[config.mk]
export PLATFORM = sky130hd
export DESIGN_NAME = dma_controller
export DESIGN_NICKNAME = d
export VERILOG_FILES = /design/src/rtl/dma_controller.sv
export SDC_FILE = /design/constraint.sdc
export NUM_CORES = 1
export LEC_CHECK = 0
export ABC_AREA = 1
export ABC_CLOCK_PERIOD_IN_PS = 6100
export CAP_MARGIN = 10
export CORE_AREA = 2 2 129 131
export CTS_BUF_LIST = sky130_fd_sc_hd__clkbuf_16
export CTS_CLUSTER_DIAMETER = 150
export DETAILED_ROUTE_END_ITERATION = 8
export DIE_AREA = 0 0 131 133
export GPL_TIMING_DRIVEN = 0
export PLACE_DENSITY_LB_ADDON = 0.15
export SYNTH_ARGS = -nofsm -noshare
export SYNTH_HDL_FRONTEND = slang
export SYNTH_SLANG_ARGS = --single-unit
[constraint.sdc]
create_clock -name CLK -period 6.1 [get_ports CLK]
set_input_delay 0.61 -clock CLK [delete_from_list [all_inputs] [get_ports CLK]]
set_output_delay 0.61 -clock CLK [all_outputs]
set_load 0.05 [all_outputs]
[src/rtl/dma_controller.sv]
// Single-channel 8-bit DMA controller with 16-bit addressing: memory-to-memory and
// fly-by I/O transfers, burst / cycle-steal / transparent bus modes, EOP on completion.
module dma_controller (
    input  logic        CLK,
    input  logic        RST,
    input  logic        REGW,
    input  logic [1:0]  REGSEL,
    input  logic [15:0] Setup,
    input  logic        DREQ,
    input  logic        HLDA,
    input  logic        BG,
    input  logic        RDY,
    input  logic [7:0]  Data_in,
    output logic        HLD,
    output logic        DACK,
    output logic        MEMR,
    output logic        MEMW,
    output logic        IOR,
    output logic        IOW,
    output logic        EOP,
    output logic [15:0] Addrbus,
    output logic [7:0]  Data_out
);

    localparam logic [2:0] S_IDLE  = 3'd0;
    localparam logic [2:0] S_REQ   = 3'd1;
    localparam logic [2:0] S_READ  = 3'd2;
    localparam logic [2:0] S_WRITE = 3'd3;
    localparam logic [2:0] S_FLY   = 3'd4;
    localparam logic [2:0] S_REL   = 3'd5;
    localparam logic [2:0] S_DONE  = 3'd6;

    logic [2:0]  state_r;
    logic [2:0]  next_state_s;
    logic [2:0]  after_byte_s;
    logic [7:0]  mode_r;
    logic [15:0] count_r;
    logic [15:0] src_r;
    logic [15:0] dst_r;
    logic [7:0]  temp_r;

    logic        mem2mem_s;
    logic        burst_s;
    logic        transparent_s;
    logic        byte_done_s;
    logic        read_done_s;
    logic        upd_src_s;
    logic        upd_dst_s;

    function automatic logic [15:0] addr_step(input logic [15:0] addr, input logic down);
        if (down) begin
            return addr - 16'd1;
        end else begin
            return addr + 16'd1;
        end
    endfunction

    assign mem2mem_s     = (mode_r[1:0] == 2'b10);
    assign burst_s       = (mode_r[6:5] == 2'b00) || (mode_r[6:5] == 2'b11);
    assign transparent_s = (mode_r[6:5] == 2'b10);
    assign read_done_s   = (state_r == S_READ) && HLDA && RDY;
    assign byte_done_s   = ((state_r == S_WRITE) || (state_r == S_FLY)) && HLDA && RDY;
    assign upd_src_s     = mem2mem_s || (mode_r[1:0] == 2'b01);
    assign upd_dst_s     = mem2mem_s || (mode_r[1:0] == 2'b00);

    // Where to go once a byte has completed: the zero-cycle decision after each write.
    always_comb begin
        after_byte_s = S_REL;
        if (count_r == 16'd1) begin
            after_byte_s = S_DONE;
        end else if (burst_s) begin
            if (DREQ) begin
                after_byte_s = mem2mem_s ? S_READ : S_FLY;
            end else begin
                after_byte_s = S_IDLE;
            end
        end else begin
            after_byte_s = S_REL;
        end
    end

    // Next-state logic; losing HLDA mid-byte restarts that byte from REQ.
    always_comb begin
        next_state_s = state_r;
        case (state_r)
            S_IDLE: begin
                if (mode_r[7] && (count_r == 16'd0)) begin
                    next_state_s = S_DONE;
                end else if (mode_r[7] && DREQ && (mode_r[1:0] != 2'b11)) begin
                    next_state_s = S_REQ;
                end else begin
                    next_state_s = S_IDLE;
                end
            end
            S_REQ: begin
                if (HLDA && (BG || !transparent_s)) begin
                    next_state_s = mem2mem_s ? S_READ : S_FLY;
                end else begin
                    next_state_s = S_REQ;
                end
            end
            S_READ: begin
                if (!HLDA) begin
                    next_state_s = S_REQ;
                end else if (RDY) begin
                    next_state_s = S_WRITE;
                end else begin
                    next_state_s = S_READ;
                end
            end
            S_WRITE, S_FLY: begin
                if (!HLDA) begin
                    next_state_s = S_REQ;
                end else if (RDY) begin
                    next_state_s = after_byte_s;
                end else begin
                    next_state_s = state_r;
                end
            end
            S_REL:   next_state_s = DREQ ? S_REQ : S_IDLE;
            S_DONE:  next_state_s = S_IDLE;
            default: next_state_s = S_IDLE;
        endcase
    end

    // State, setup registers and address/count datapath.
    always_ff @(posedge CLK) begin
        if (RST) begin
            state_r <= S_IDLE;
            mode_r  <= 8'h00;
            count_r <= 16'h0000;
            src_r   <= 16'h0000;
            dst_r   <= 16'h0000;
            temp_r  <= 8'h00;
        end else begin
            state_r <= next_state_s;
            if (REGW && (state_r == S_IDLE)) begin
                case (REGSEL)
                    2'b00:   mode_r  <= Setup[7:0];
                    2'b01:   count_r <= Setup;
                    2'b10:   src_r   <= Setup;
                    2'b11:   dst_r   <= Setup;
                    default: mode_r  <= mode_r;
                endcase
            end
            if (read_done_s) begin
                temp_r <= Data_in;
            end
            if (byte_done_s) begin
                count_r <= count_r - 16'd1;
                if (upd_src_s) begin
                    src_r <= addr_step(src_r, mode_r[4]);
                end
                if (upd_dst_s) begin
                    dst_r <= addr_step(dst_r, mode_r[4]);
                end
            end
            if (state_r == S_DONE) begin
                mode_r[7] <= 1'b0;
            end
        end
    end

    assign Data_out = temp_r;

    // Moore output decode from the registered state.
    always_comb begin
        HLD     = 1'b0;
        DACK    = 1'b0;
        MEMR    = 1'b0;
        MEMW    = 1'b0;
        IOR     = 1'b0;
        IOW     = 1'b0;
        EOP     = 1'b0;
        Addrbus = 16'h0000;
        case (state_r)
            S_REQ: HLD = 1'b1;
            S_READ: begin
                HLD     = 1'b1;
                MEMR    = 1'b1;
                Addrbus = src_r;
            end
            S_WRITE: begin
                HLD     = 1'b1;
                MEMW    = 1'b1;
                Addrbus = dst_r;
            end
            S_FLY: begin
                HLD  = 1'b1;
                DACK = 1'b1;
                if (mode_r[1:0] == 2'b00) begin
                    Addrbus = dst_r;
                    IOR     = 1'b1;
                    MEMW    = 1'b1;
                end else begin
                    Addrbus = src_r;
                    MEMR    = 1'b1;
                    IOW     = 1'b1;
                end
            end
            S_DONE:  EOP = 1'b1;
            default: HLD = 1'b0;
        endcase
    end

endmodule

==> results.json, run 1 <==
{
  "outcome": "finished clean",
  "vias": 5911,
  "crit_type": "flop to primary output",
  "hold_viol": 0,
  "yosysMostFrequentCell": "nand2_1",
  "synth_top_area_frac": 0.235,
  "core-area_um2": 16200,
  "final_max_slew_viol_count": 0,
  "cts-root-buf": "clkbuf_16",
  "required_ns": 5.49,
  "syn_area_um2": 5530,
  "die_x_um": 131,
  "first_pass_iters": 5,
  "synth_edf_count": 0,
  "grt_overflow": 0,
  "crit_fanout": 10,
  "grt_start_max_net_pins": 34,
  "yosysSeqAreaShare": 0.235,
  "p_total_uw": 1240,
  "clk_path_buf_depth": 2,
  "drive_above_1_share": 0.0647,
  "cts_resized": 0,
  "die-height_um": 133,
  "post-route-drc-count": 0,
  "rows": 47,
  "initial_core_util": 0.342,
  "cts_tree": "done",
  "fin_skew_ns": 0.0106,
  "hpwlAfterDp_um": 14300,
  "antenna_left": 0,
  "post-route-util": 0.415,
  "cts_max_level": 3,
  "place_inst": 1177,
  "final_cells": 1193,
  "max_freq_ghz": 0.257,
  "diodes": 0,
  "synth_top_area_cell": "dfxtp_1",
  "cts_hold_buf": 0,
  "ys_async_sr_fraction": 0,
  "viasPerCell": 4.95,
  "grt_usage": 0.210,
  "drtIter0Drc": 496,
  "grt_pass1_wl_um": 28000,
  "cts_buffers": 9,
  "post-route-min-period_ns": 3.90,
  "area_growth_pct": 21.4,
  "synth_nets": 965,
  "fillCellCount": 1777,
  "ys.flop_type": "dfxtp_1",
  "setup_slack_ns": 2.20,
  "tightest_slew_ns": 0.881,
  "syn_inst": 895,
  "place.gp.congestion": 0.855,
  "drv_cap": 0,
  "hp-class": "flop to flop",
  "synthTopCellsByCount": "nand2_1, inv_1, nor2_1",
  "yosys_warnings": 0,
  "portBuffers": 62,
  "grt_pass1_vias": 5318,
  "cts.sinks": 65,
  "design.die.area_um2": 17400,
  "grt_setup_unrepaired": "no",
  "synth_cell_types": 45,
  "arrival_ns": 3.29,
  "critPathLaunchType": "flop",
  "ys_ff_latch": 65,
  "vdd_ir_drop_max_v": 0.000148,
  "finalCritPeriodShare": 0.639,
  "cts.clk_slew.worst_paths_ns": 0.06,
  "wire_per_inst_um": 15.0,
  "pin_count": 64,
  "post-cts-setup-buffers": 0,
  "tns_ns": 0,
  "worstSetupEndpointType": "primary output",
  "nets": 1038,
  "preCtsSetupSlack_ns": 2.54,
  "p_per_area_nw_per_um2": 185,
  "clk_latency_ns": 0.35,
  "syn_area_per_cell_um2": 6.18,
  "setup_viol": 0,
  "p_leak_uw": 0.00318,
  "antenna_found_initial": 0,
  "drt-total-wl_um": 17900,
  "ys_top_cells_by_area": "dfxtp_1, nand2_1, ha_1",
  "relSlewSlack": 0.413
}
-- metrics by stage --
stage	hold slack, ns	area (µm²)
detailed placement	0.453	6430
finish	0.458	6720
floorplan	0.435	5530
CTS	0.462	6720
global placement	0.450	6430
global route	0.481	6720
-- power by group --
| group | internal [µW] | switching, µW |
|---|---|---|
| Combinational | 97.6 | 164 |
| Clock | 312 | 201 |
| Sequential | 442 | 24.5 |
-- area by class of cell --
cell class              instances  area [µm²]  area share
repair buffers                 62         621      0.0924
clock buffers                   9         225      0.0335
clock inverters                 7        63.8     0.00950
plain buffers                  22         136      0.0203
multi-input cells             694        3660       0.545
well taps                     220         275      0.0410
inverters                     114         432      0.0643
flip-flops and latches         65        1300       0.194
-- registers in the layout, indices dropped and copies added, names as in the netlist --
signal    count
Data_out      8
src_r        16
mode_r        6
dst_r        16
count_r      16
state_r       3
-- final timing paths --
kind	startpoint	to	slack (ns)	cells past startpoint
min reg2reg	Data_out[6]	Data_out[6]	0.46	2
min	Data_out[6]	Data_out[6]	0.46	2
max reg2reg	mode_r[4]	src_r[11]	3.68	13
max	mode_r[0]	Addrbus[4]	2.20	7
-- per-layer routing --
metal / vias to the layer above / share of wire / global-route usage / routed length [µm]
met5: - / 0 / 0 / 0
met4: 0 / 0.023 / 0.0751 / 404
met3: 25 / 0.043 / 0.0222 / 775
met2: 149 / 0.45 / 0.328 / 8080
met1: 2648 / 0.48 / 0.296 / 8650
li1: 3089 / - / - / -
-- worst max-delay path: stages, from the launching register on --
cell and delay (ns):
dfxtp_1 0.32, inv_1 0.10, ha_1 0.31, inv_1 0.09
o21ai_0 0.66, buf_2 0.37, a22o_1 0.25, clkdlybuf4s50_1 0.82
-- cells in the final DEF (no fill, tap or decap), drive strengths merged, types with 12 or more instances in the layout --
| cell type | Yosys | layout |
|---|---|---|
| nand4 | 14 | 14 |
| o21ai | 69 | 69 |
| dfxtp | 65 | 65 |
| nor2 | 90 | 90 |
| nand3 | 72 | 72 |
| a22o | 12 | 12 |
| nand2 | 270 | 270 |
| ha | 35 | 35 |
| inv | 112 | 114 |
| a21oi | 81 | 81 |
| clkdlybuf4s50 | 0 | 62 |
| buf | 14 | 14 |
| clkbuf | 8 | 17 |
-- cells by family (layout without fill, tap and decap cells) --
logic type,count (synthesis),in the layout,share of synthesized area
xor+xnor,15,15,0.0238
buf+inv,136,214,0.103
compound gates,180,180,0.184
fa+ha+maj,37,37,0.0864
simple gates,462,462,0.368
flops,65,65,0.235
Power figures use the tool's default switching activity.
==> inputs of run 2 (changes only) <==
--- a/config.mk
+++ b/config.mk
@@ -6,7 +6,7 @@
 export NUM_CORES = 1
 export LEC_CHECK = 0
 export ABC_AREA = 1
-export ABC_CLOCK_PERIOD_IN_PS = 6100
+export ABC_CLOCK_PERIOD_IN_PS = 3200
 export CAP_MARGIN = 10
 export CORE_AREA = 2 2 129 131
 export CTS_BUF_LIST = sky130_fd_sc_hd__clkbuf_16
==> constraint.sdc (replaced) <==
create_clock -name CLK -period 3.2 [get_ports CLK]
set_input_delay 0.32 -clock CLK [delete_from_list [all_inputs] [get_ports CLK]]
set_output_delay 0.32 -clock CLK [all_outputs]
set_load 0.05 [all_outputs]
==> run 2 against run 1 <==
Design area about the same; hold slack is the same; global-route usage about the same; sequential power grew 91%; count of clock-buffer cells in the layout stayed put; routed wire length increased by 0.12%; sequential share of layout area about the same; highest routed layer unchanged.
==> results.json, run 2 (synthesis gave the netlist of run 1 again) <==
{
  "cts_max_level": 3,
  "setup_viol": 0,
  "drt-total-wl_um": 17900,
  "grt_pass1_wl_um": 28100,
  "grtUsageMet2": 0.329,
  "postLayoutCellArea_um2": 6710,
  "rows": 47,
  "cts_hold_buf": 0,
  "cts_tree": "done",
  "r2r_start": "mode_r[4]",
  "crit_buf_inv": 3,
  "final_cell_mix": "nand2_1, inv_1, nor2_1",
  "antenna_left": 0,
  "dpl-instance-area_um2": 6430,
  "area_growth_pct": 21.4,
  "die_x_um": 131,
  "post-route-util": 0.415,
  "nets": 1038,
  "crit_chain": "inv_1, ha_1, o21ai_2, clkbuf_1, nand2_1, o21ai_0, dlygate4sd2_1",
  "cts-root-buf": "clkbuf_16",
  "preCtsSetupSlack_ns": -0.0669,
  "post-route-min-period_ns": 3.04,
  "layout_commonest_cell": "nand2_1",
  "drv_cap": 0,
  "cts.sinks": 65,
  "arrival_ns": 2.72,
  "r2r_cells": 13,
  "whs_path_depth": 2,
  "slowest_delay_ns": 0.58,
  "use_met3": 0.0222,
  "hold_ws_ns": 0.458,
  "cts_buffers": 9,
  "p_leak_uw": 0.00329,
  "fillCellCount": 1783,
  "tightest_slew_ns": 0.891,
  "required_ns": 2.88,
  "worstSetupEndpointType": "primary output",
  "portBuffers": 62,
  "p_total_uw": 2370,
  "crit_type": "flop to primary output",
  "cts.clk_slew.worst_paths_ns": 0.06,
  "drive_above_1_share": 0.0658,
  "critPathLaunchType": "flop",
  "p_per_area_nw_per_um2": 353,
  "max_freq_ghz": 0.329,
  "grt_start_max_net_pins": 34,
  "gr-max-usage-layer": "met2",
  "pin_count": 64,
  "hpwlAfterDp_um": 14300,
  "relSlewSlack": 0.406,
  "viasPerCell": 4.92,
  "diodes": 0,
  "vias": 5867,
  "antenna_found_initial": 0,
  "use_met1": 0.296,
  "crit_fanout": 10,
  "design.die.area_um2": 17400,
  "top_regs": "count_r x16, dst_r x16, src_r x16",
  "hp-start": "Data_out[6]",
  "grt_usage": 0.210,
  "grt_overflow": 0,
  "reg2reg_to": "src_r[11]",
  "hp-class": "flop to flop",
  "grt_setup_unrepaired": "no",
  "hold_viol": 0,
  "core-area_um2": 16200,
  "finalCritPeriodShare": 0.950,
  "post-route-drc-count": 0,
  "outcome": "finished clean",
  "die-height_um": 133,
  "slowest_stage": "dlygate4sd2_1",
  "final_max_slew_viol_count": 0,
  "min_to": "Data_out[6]",
  "drtIter0Drc": 488,
  "setup_slack_ns": 0.162,
  "critPathTopFamily": "buffers and inverters",
  "clk_path_buf_depth": 2,
  "vdd_ir_drop_max_v": 0.000283,
  "first_pass_iters": 5,
  "grt_pass1_vias": 5318,
  "initial_core_util": 0.342,
  "place.gp.congestion": 0.855,
  "reg2reg_slack_ns": 0.77,
  "fin_skew_ns": 0.0106,
  "clk_latency_ns": 0.35,
  "wire_per_inst_um": 15.0
}
run 2: worst max-delay path by stage:
stage          slack (ns)         end  cells after the start      start
2_1_floorplan        0.61  Addrbus[0]                      6  mode_r[0]
3_3_place_gp        -0.06  Addrbus[4]                      7  mode_r[0]
3_5_place_dp        -0.07  Addrbus[4]                      7  mode_r[0]
4_1_cts              0.01  Addrbus[8]                      7  mode_r[0]
5_1_grt              0.04  Addrbus[3]                      6  mode_r[0]
6_report             0.16  Addrbus[0]                      7  mode_r[0]
run 2: metrics by stage:
stage	TNS, ns	cells
floorplan	0	895
finish	0	1193
global placement	-0.345	1177
CTS	0	1193
global route	0	1193
detailed placement	-0.375	1177
run 2: timing repair:
| action | CTS | global route |
|---|---|---|
| endpoints found under the setup margin | 17 | 3 |
| pin swaps | 0 | 0 |
| resized for setup | 13 | 3 |
| buffers inserted | 0 | 0 |
| hold endpoints to repair | 0 | 0 |
run 2: worst reg2reg max path, delay by kind of cell, from the launching register on:
family | cells | cell delay [ns]
adder cells (fa/ha/maj) | 1 | 0.43
AND/OR/NAND/NOR | 9 | 0.73
AO/OA/AOI/OAI | 1 | 0.14
flip-flops | 1 | 0.91
buffers and inverters | 2 | 0.12
run 2: metal layers:
layer | vias up | share of wire
met5 | - | 0
met4 | 0 | 0.021
met3 | 22 | 0.041
met2 | 126 | 0.45
met1 | 2630 | 0.49
li1 | 3089 | -
run 2: cell type report:
type,instances,area (µm²),share of cell area
multi-input cells,694,3660,0.546
well taps,220,275,0.0410
inverters,114,432,0.0643
clock inverters,7,63.8,0.00950
plain buffers,22,136,0.0203
repair buffers,62,614,0.0915
flip-flops and latches,65,1300,0.194
clock buffers,9,225,0.0335
run 2: report_power, final:
group	internal (µW)	switching [µW]	leakage, µW
sequential	843	46.9	0.000528
clock	595	386	0.000148
combinational	186	314	0.00262
==> RTL change (config.mk and constraints of run 1) <==
Make the reset (`RST`) asynchronous in one clocked block.
--- a/src/rtl/dma_controller.sv
+++ b/src/rtl/dma_controller.sv
@@ -126,3 +126,3 @@
     // State, setup registers and address/count datapath.
-    always_ff @(posedge CLK) begin
+    always_ff @(posedge CLK or posedge RST) begin
         if (RST) begin
Behaviour: differs if RST is asserted again (counterexample within 4 cycles, from zero or initial values and one cycle with RST high); with RST held inactive, the same outputs for 4 cycles.
==> RTL change against run 1 <==
  * Area after synthesis decreased by 0.95%
  * Cell count decreased by 6.4%
  * Sequential cell count unchanged
  * Routed wire length decreased by 8.4%
  * Design area decreased by 0.13%
  * Worst setup slack improved by 0.21 ns
  * Largest cell class unchanged
Power is left out: it rests on default switching activity, and per cell area and clock period it moved more than threefold.
==> RTL change: results (changes against run 1) <==
| Metric | Value |
|---|---|
| Skew final | 0.009443 ns (was 0.01064 ns) |
| Async SR Flop Fraction | 100.0% (was 0%) |
| Share of layout cells above drive strength 1 | 6.466% (was 6.475%) |
| Largest stage delay, worst path | 0.89 ns (was 0.82 ns) |
| Outcome | completed (unchanged) |
| Post-Route WL | 16410 um (was 17920 um) |
| Primary FF master, synth | dfrtp_1 (was dfxtp_1) |
| Critical Path AT | 3.08 ns (was 3.29 ns) |
| Layout fillers | 1692 (was 1777) |
| Top post-synthesis cells by area | dfrtp_1 30%, nand2_1 19%, ha_1 8.0% (was dfxtp_1 24%, nand2_1 18%, ha_1 7.9%) |
| Worst Path Max Fanout | 7 (was 10) |
| Reg2reg path depth | 9 (was 13) |
| Hold Crit Class | reg2reg (unchanged) |
| First-pass GRT wire length | 26900 um (was 28050 um) |
| Post-Syn Nets | 888 (was 965) |
| GRT Total Usage | 19.87% (was 20.96%) |
| Setup slack, reg-to-reg | 3.72 ns (was 3.68 ns) |
| Port Buf Inserts | 63 (was 62) |
| Post-synthesis sequential area ratio | 29.69% (was 23.53%) |
| Worst flop-to-flop path startpoint | mode_r[4]$_DFFE_PP0P_ (was mode_r[4]$_SDFFE_PP0P_) |
| Vias | 5347 (was 5911) |
| Cts repair resizes | 0 (unchanged) |
| Area after DPL | 6387 um2 (was 6427 um2) |
| Max-slew headroom | 42.39% (was 41.27%) |
| Largest net degree at the start of global routing | 66 (was 34) |
| Gp weighted congestion | 0.8574 (was 0.8553) |
| CP endpoint | Addrbus[3] (was Addrbus[4]) |
| First-pass iteration count of the detailed router | 8 (was 5) |
| Yosys cell types | 39 (was 45) |
| DR iter-0 viols | 379 (was 496) |
RTL change: changes by cell type after synthesis, sizes merged, moves of 8 or more:
cell / change
dfrtp: +65
dfxtp: -65
a21oi: -48
nor2: -23
nand3: -17
o21ai: -12
xor2: +11
nand2: +10
o211ai: +10
mux2: +8
nand4: -8
RTL change: worst register-to-register path: cells and delay by family, from the launching register on:
family	cells	cell delay (ns)
adder cells (fa/ha/maj)	1	0.42
AND/OR/NAND/NOR	6	0.67
AO/OA/AOI/OAI	1	0.23
buffers and inverters	1	0.06
flip-flops	1	0.89
RTL change: layer usage:
layer / wire length, um / vias to the layer above / global-route usage [%]
met3: 587 / 15 / 3.033
met1: 8073 / 2439 / 28.83
met4: 325 / 0 / 5.910
met5: 0 / - / 0
li1: - / 2798 / -
met2: 7424 / 95 / 30.40
RTL change: final cells by class:
cell class | count | area share [%]
inverter | 112 | 6.342
tap | 220 | 4.104
clock inverter | 7 | 1.418
clock buffer | 9 | 3.358
sequential | 65 | 24.27
multi-input combinational | 624 | 49.45
buffer | 17 | 1.660
timing repair buffer | 63 | 9.401
RTL change: metrics by stage:
stage                     hold slack [ns]  setup slack (ns)  utilization (%)  std cells
after floorplan                    0.4530             3.380                -        818
after global placement             0.4823             2.485            39.47       1101
after detailed placement           0.4838             2.817            39.50       1101
after CTS                          0.4971             2.426            41.48       1117
after global routing               0.5253             2.192            41.48       1117
final                              0.4904             2.408            41.48       1117
RTL change: logic make-up after synthesis:
kind of cell	synth area share [%]
xor gates and xnor gates	3.677
and+or+nand+nor	32.89
DFF	29.69
AOI/OAI and AO/OA	13.61
muxes	1.645
adders and majority gates	8.725
buffers and inverters	9.753
RTL change: how the worst min path moves through the flow:
stage / start / end / slack [ns]
finish: mode_r[5]$_DFFE_PP0P_ / mode_r[5]$_DFFE_PP0P_ / 0.49
global placement: mode_r[6]$_DFFE_PP0P_ / mode_r[6]$_DFFE_PP0P_ / 0.48
floorplan: mode_r[5]$_DFFE_PP0P_ / mode_r[5]$_DFFE_PP0P_ / 0.45
global route: Data_out[3]$_DFFE_PP0P_ / Data_out[3]$_DFFE_PP0P_ / 0.53
detailed placement: mode_r[5]$_DFFE_PP0P_ / mode_r[5]$_DFFE_PP0P_ / 0.48
CTS: mode_r[5]$_DFFE_PP0P_ / mode_r[5]$_DFFE_PP0P_ / 0.50
